==> config.mk <==
export PLATFORM = sky130hd
export DESIGN_NAME = apb_arbiter
export DESIGN_NICKNAME = d
export VERILOG_FILES = /design/src/rtl/apb_arbiter.sv
export SDC_FILE = /design/constraint.sdc
export NUM_CORES = 1
export LEC_CHECK = 0
export CORE_ASPECT_RATIO = 0.5
export CORE_MARGIN = 5
export CORE_UTILIZATION = 30
export CTS_CLUSTER_SIZE = 12
export DETAILED_ROUTE_END_ITERATION = 10
export PLACE_DENSITY = 0.79
export SKIP_LAST_GASP = 1
export SLEW_MARGIN = 20
export SYNTH_ARGS = -nofsm -noshare
export SYNTH_HDL_FRONTEND = slang
export SYNTH_SLANG_ARGS = --single-unit
==> constraint.sdc <==
create_clock -name PCLK -period 2.15 [get_ports PCLK]
set_input_delay 0.43 -clock PCLK [delete_from_list [all_inputs] [get_ports PCLK]]
set_output_delay 0.43 -clock PCLK [all_outputs]
set_load 0.05 [all_outputs]
==> src/rtl/apb_arbiter.sv <==
// apb_arbiter: round-robin arbiter that funnels NREQ requesters onto one APB completer.
//
// Optional feature: define APB_TIMEOUT_EN to bound ACCESS wait states to TIMEOUT_CYCLES.
// A timed-out transfer completes with rsp_err=1 and rsp_rdata=0.
//
// Ports
//   PCLK, PRESET          clock (rising edge), synchronous active-high reset
//   req_valid/req_write   per-requester request and direction (1 = write)
//   req_addr/req_wdata    per-requester address / write data, slice i = [32i+31:32i]
//   req_grant             one-hot current owner, zero in IDLE
//   req_done              one-cycle completion pulse to the owner
//   rsp_rdata/rsp_err     response, valid while req_done is high
//   PSEL..PWDATA          APB requester-side outputs (all registered)
//   PRDATA/PREADY/PSLVERR APB completer response
module apb_arbiter #(
    parameter int unsigned NREQ           = 4,
    parameter int unsigned TIMEOUT_CYCLES = 16
) (
    input  logic               PCLK,
    input  logic               PRESET,
    input  logic [NREQ-1:0]    req_valid,
    input  logic [NREQ-1:0]    req_write,
    input  logic [NREQ*32-1:0] req_addr,
    input  logic [NREQ*32-1:0] req_wdata,
    output logic [NREQ-1:0]    req_grant,
    output logic [NREQ-1:0]    req_done,
    output logic [31:0]        rsp_rdata,
    output logic               rsp_err,
    output logic               PSEL,
    output logic               PENABLE,
    output logic               PWRITE,
    output logic [31:0]        PADDR,
    output logic [31:0]        PWDATA,
    input  logic [31:0]        PRDATA,
    input  logic               PREADY,
    input  logic               PSLVERR
);

    localparam int unsigned IdxW = (NREQ > 1) ? $clog2(NREQ) : 1;

    // Configuration sanity checks, evaluated at elaboration.
    if (NREQ < 2 || NREQ > 8) begin : g_bad_nreq
        $error("apb_arbiter: NREQ must be in 2..8");
    end
    if (TIMEOUT_CYCLES < 1) begin : g_bad_timeout
        $error("apb_arbiter: TIMEOUT_CYCLES must be at least 1");
    end

    typedef enum logic [1:0] {StIdle, StSetup, StAccess} state_e;

    state_e            state_q, state_d;
    logic [IdxW-1:0]   last_q, last_d;
    logic [IdxW-1:0]   owner_q, owner_d;
    logic [NREQ-1:0]   grant_q, grant_d;
    logic [NREQ-1:0]   done_q, done_d;
    logic [31:0]       rdata_q, rdata_d;
    logic              err_q, err_d;
    logic              psel_q, psel_d;
    logic              penable_q, penable_d;
    logic              pwrite_q, pwrite_d;
    logic [31:0]       paddr_q, paddr_d;
    logic [31:0]       pwdata_q, pwdata_d;

`ifdef APB_TIMEOUT_EN
    localparam int unsigned CntW = $clog2(TIMEOUT_CYCLES + 1);
    logic [CntW-1:0]   tcnt_q, tcnt_d;
`endif

    // A requester being acknowledged this cycle must not win again immediately.
    logic [NREQ-1:0]   eligible;
    logic              pick_valid;
    logic [IdxW-1:0]   pick_idx;

    assign eligible = req_valid & ~done_q;

    // Round-robin search starting one past the last-served index.
    always_comb begin
        int unsigned cand;
        pick_valid = 1'b0;
        pick_idx   = '0;
        cand       = 0;
        for (int unsigned k = 1; k <= NREQ; k++) begin
            cand = (32'(last_q) + k) % NREQ;
            if (!pick_valid && eligible[IdxW'(cand)]) begin
                pick_valid = 1'b1;
                pick_idx   = IdxW'(cand);
            end
        end
    end

    always_comb begin
        logic        finish;
        logic        fin_err;
        logic [31:0] fin_rdata;
        state_d   = state_q;
        last_d    = last_q;
        owner_d   = owner_q;
        grant_d   = grant_q;
        done_d    = '0;
        rdata_d   = rdata_q;
        err_d     = err_q;
        psel_d    = psel_q;
        penable_d = penable_q;
        pwrite_d  = pwrite_q;
        paddr_d   = paddr_q;
        pwdata_d  = pwdata_q;
        finish    = 1'b0;
        fin_err   = 1'b0;
        fin_rdata = '0;
`ifdef APB_TIMEOUT_EN
        tcnt_d    = tcnt_q;
`endif
        unique case (state_q)
            StIdle: begin
                if (pick_valid) begin
                    owner_d   = pick_idx;
                    grant_d   = {{(NREQ-1){1'b0}}, 1'b1} << pick_idx;
                    paddr_d   = req_addr[{pick_idx, 5'b0} +: 32];
                    pwdata_d  = req_wdata[{pick_idx, 5'b0} +: 32];
                    pwrite_d  = req_write[pick_idx];
                    psel_d    = 1'b1;
                    penable_d = 1'b0;
                    state_d   = StSetup;
`ifdef APB_TIMEOUT_EN
                    tcnt_d    = '0;
`endif
                end
            end
            StSetup: begin
                penable_d = 1'b1;
                state_d   = StAccess;
            end
            StAccess: begin
                if (PREADY) begin
                    finish    = 1'b1;
                    fin_err   = PSLVERR;
                    fin_rdata = pwrite_q ? 32'h0 : PRDATA;
`ifdef APB_TIMEOUT_EN
                end else if (tcnt_q == CntW'(TIMEOUT_CYCLES - 1)) begin
                    // This edge closes the TIMEOUT_CYCLES-th wait cycle.
                    finish    = 1'b1;
                    fin_err   = 1'b1;
                    fin_rdata = '0;
                end else begin
                    tcnt_d = tcnt_q + 1'b1;
`endif
                end
            end
            default: state_d = StIdle;
        endcase

        if (finish) begin
            done_d    = grant_q;
            rdata_d   = fin_rdata;
            err_d     = fin_err;
            psel_d    = 1'b0;
            penable_d = 1'b0;
            grant_d   = '0;
            last_d    = owner_q;
            state_d   = StIdle;
        end
    end

    always_ff @(posedge PCLK) begin
        if (PRESET) begin
            state_q   <= StIdle;
            last_q    <= IdxW'(NREQ - 1);
            owner_q   <= '0;
            grant_q   <= '0;
            done_q    <= '0;
            rdata_q   <= '0;
            err_q     <= 1'b0;
            psel_q    <= 1'b0;
            penable_q <= 1'b0;
            pwrite_q  <= 1'b0;
            paddr_q   <= '0;
            pwdata_q  <= '0;
`ifdef APB_TIMEOUT_EN
            tcnt_q    <= '0;
`endif
        end else begin
            state_q   <= state_d;
            last_q    <= last_d;
            owner_q   <= owner_d;
            grant_q   <= grant_d;
            done_q    <= done_d;
            rdata_q   <= rdata_d;
            err_q     <= err_d;
            psel_q    <= psel_d;
            penable_q <= penable_d;
            pwrite_q  <= pwrite_d;
            paddr_q   <= paddr_d;
            pwdata_q  <= pwdata_d;
`ifdef APB_TIMEOUT_EN
            tcnt_q    <= tcnt_d;
`endif
        end
    end

    assign req_grant = grant_q;
    assign req_done  = done_q;
    assign rsp_rdata = rdata_q;
    assign rsp_err   = err_q;
    assign PSEL      = psel_q;
    assign PENABLE   = penable_q;
    assign PWRITE    = pwrite_q;
    assign PADDR     = paddr_q;
    assign PWDATA    = pwdata_q;

endmodule

==> results of run 1 <==
-- synthesized netlist by cell type (2+ instances only) --
cell,n,share of area [%]
a221oi_1,15,2.2
dfxtp_1,114,38
o221ai_1,3,0.44
nand2_1,4,0.25
and2_1,6,0.63
a22o_1,33,4.9
a22oi_1,2,0.25
buf_4,6,0.76
buf_6,12,2.3
a21oi_1,5,0.42
nor2b_1,2,0.21
nor2_1,10,0.63
or2_1,2,0.21
a221oi_2,50,13
a211oi_1,2,0.25
nand2b_1,4,0.42
o21bai_1,65,8.2
mux2i_1,130,22
clkbuf_4,6,0.76
buf_2,3,0.25
clkbuf_1,25,1.6
inv_1,2,0.13
-- repair_timing --
item | CTS | global route
setup endpoints to repair | 0 | 15
endpoints found under the hold margin | 0 | 0
resized for setup | 0 | 8
buffers inserted | 0 | 1
-- registers in the layout, indices dropped and copies added (netlist names) --
signal and cells:
PWRITE 1, PADDR 32, state_q 2, last_q 2
req_done 4, PWDATA 32, req_grant 4, PENABLE 1
rsp_err 1, PSEL 1, rsp_rdata 32, owner_q 2
-- final cells by class --
type                    count  area, µm²  area share [%]
repair buffers            472       4728           41.71
inverters                   2      7.507         0.06623
clock buffers              17      425.4           3.753
clock inverters            15      181.4           1.600
multi-input cells         347       3378           29.80
flip-flops and latches    114       2282           20.13
well taps                 266      332.8           2.936
-- layer usage --
metal	global-route usage (%)	routed length (µm)
met4	8.516	720
met2	37.54	13580
met1	25.42	10430
met5	0	0
met3	4.019	1028
-- report_power, final --
part / internal, mW / switching [mW]
clock network: 1.83 / 1.11
logic: 2.68 / 3.62
registers: 2.62 / 0.336
total: 7.13 / 5.07
-- cell families (layout without fill, tap and decap cells) --
group | Yosys count | count (layout) | synth area share, %
buffers and inverters | 54 | 506 | 5.744
multiplexers | 130 | 130 | 21.88
flip-flops | 114 | 114 | 38.38
AND/OR/NAND/NOR | 36 | 36 | 3.472
AO/OA/AOI/OAI | 180 | 180 | 30.38
XOR/XNOR | 1 | 1 | 0.1473
-- worst min-delay path by stage --
stage	startpoint	end	slack (ns)	cells past startpoint
2_1_floorplan	owner_q[1]$_SDFFE_PP0P_	owner_q[1]$_SDFFE_PP0P_	0.44	2
3_3_place_gp	owner_q[1]$_SDFFE_PP0P_	owner_q[1]$_SDFFE_PP0P_	0.45	2
3_5_place_dp	rsp_rdata[26]$_SDFFE_PP0P_	rsp_rdata[26]$_SDFFE_PP0P_	0.46	1
4_1_cts	PRESET	owner_q[1]$_SDFFE_PP0P_	0.43	2
5_1_grt	rsp_rdata[7]$_SDFFE_PP0P_	rsp_rdata[7]$_SDFFE_PP0P_	0.49	1
6_report	PRESET	owner_q[1]$_SDFFE_PP0P_	0.46	2
-- per-stage QoR --
stage / instance area [µm²] / setup TNS, ns
3_5_place_dp: 10690 / -20.58
2_1_floorplan: 5947 / 0
4_1_cts: 11300 / 0
3_3_place_gp: 10690 / -16.03
6_report: 11340 / 0
5_1_grt: 11340 / 0
==> impl_results.md, run 1 <==
* TritonCTS clock tree: yes
* Reg-to-Reg Start: req_done[1]$_SDFF_PP0_
* Fillers at about 1700
* Crit path max-delay family: buffers and inverters
* Post-synthesis sequential area ratio at a little under two fifths
* CP Capture Type: output pin
* CTS sink count at 114
* Min-delay worst type: in -> reg
* Largest net degree at the start of global routing at 36
* Most common cell after layout, fill and taps aside: clkdlybuf4s50_1
* VDD IR max at around 0.00058 V
* Setup CP Type: reg -> out
* Tcrit/Tclk final at 98.74%
* # rows at 36
* Syn Nets at 815
* Initial core utilization at a little under a third
* Max Cap Violations at 0
* Cells after synthesis at approximately 520
* H-tree levels at 4
* Slew @ Worst Pin at between 0.5 and 0.6 ns
* Die Area at 22910 µm²
* Core ar. at 19460 µm²
* Average cell area after synthesis at around 12 µm²
* ANT nets after route at 0
* Avg Vias per Cell at 4.959
* Max stage delay on crit path at 0.86 ns
* Hold WS at 0.4565 ns
* Drt initial violations at between 200 and 300
* Layout net count at 1254
* All-Layer GR Usage at between 20% and 30%
* Worst setup path start: req_done[2]$_SDFF_PP0_
* Layout Skew at approximately 0.012 ns
* GP Congestion at about 0.86
* Area added between synthesis and finish at 90.62%
* Antenna Cells at 0
* Count of unique library cells instantiated by Yosys at 36
* Dpl cells at 1200
* Routed wire length at 25760 µm
* Root Driver: clkbuf_16
* Synthesized area at about 5900 µm²
* Power density over cell area at 1076 nW/µm²
* Data required time of the worst path at between 1.5 and 2 ns
* Setup slack at placement at -0.3618 ns
* CP startpoint kind: flop
* Worst-path fanout max at 2
* WL/cell at roughly 21 µm
* Clock-pin slew on the worst setup and hold paths at about 0.060 ns
* Leak at 4.774 nW
* Crit path time final at 2.123 ns
* Total gr overflow at 0
* Die Width at approximately 210 µm
* Crit path capture: req_done[2]
* Worst r2r dst: PWDATA[6]$_SDFFE_PP0P_
* Slew HR at approximately three fifths
* Most frequent cells in the layout: 401 x clkdlybuf4s50_1, 128 x mux2i_1, 114 x dfxtp_1
* Initial antenna violation count at 0
* Routed vias at 6115
* Reg-to-reg setup timing slack at roughly 0.11 ns
* DRC at 0
* First-pass GRT wire length at 36990 µm
* EDFF count, synth at 0
* FMAX at approximately 470 MHz
* Clk_lat worst skew at roughly 0.43 ns
* Ys async rst share at 0%
* Fin. max-slew vios at 0
* Setup Viol. Count Final at 0
* Clock Tree Buf Depth at 2
* Status: complete, no violations
* Total power at 12.20 mW
* Critical path cell sequence: clkdlybuf4s50_1
* Slowest cell on the critical path: clkdlybuf4s50_1
* Layout Utilization at slightly below 60%
* Final WS setup at between 0.02 and 0.03 ns
* Main synth FF type: dfxtp_1
* DR pass1 iterations at 4
* #FFs+latches synth at about 110
* Fin cells at between 1000 and 1500
* # port buffers at roughly 410
* Synth warnings at 0
* Cts bufs inserted at 17
* Die extent in y at 109.6 µm
* Detailed-placement wirelength estimate at about 21000 µm
* Hold Vio Cnt, Final at 0
* Vias in the first global route at about 6400
* Share of layout cells above drive strength 1 at between 10% and 20%
* WP data arrival at ~1.7 ns
* Worst path depth at 1
* I/O pin count at 408
* Unrepaired setup endpoints after global routing: no
* Hold_buf cts at 0
* Worst Path Buf+Inv at 1
* R2R depth at 7
Power figures use the tool's default switching activity.
==> run 2, diff against run 1 <==
SKIP_CTS_REPAIR_TIMING = 1   (was not set)
==> results of run 2 <==
Same layout as run 1: the final DEF is identical, and so are final timing and power.
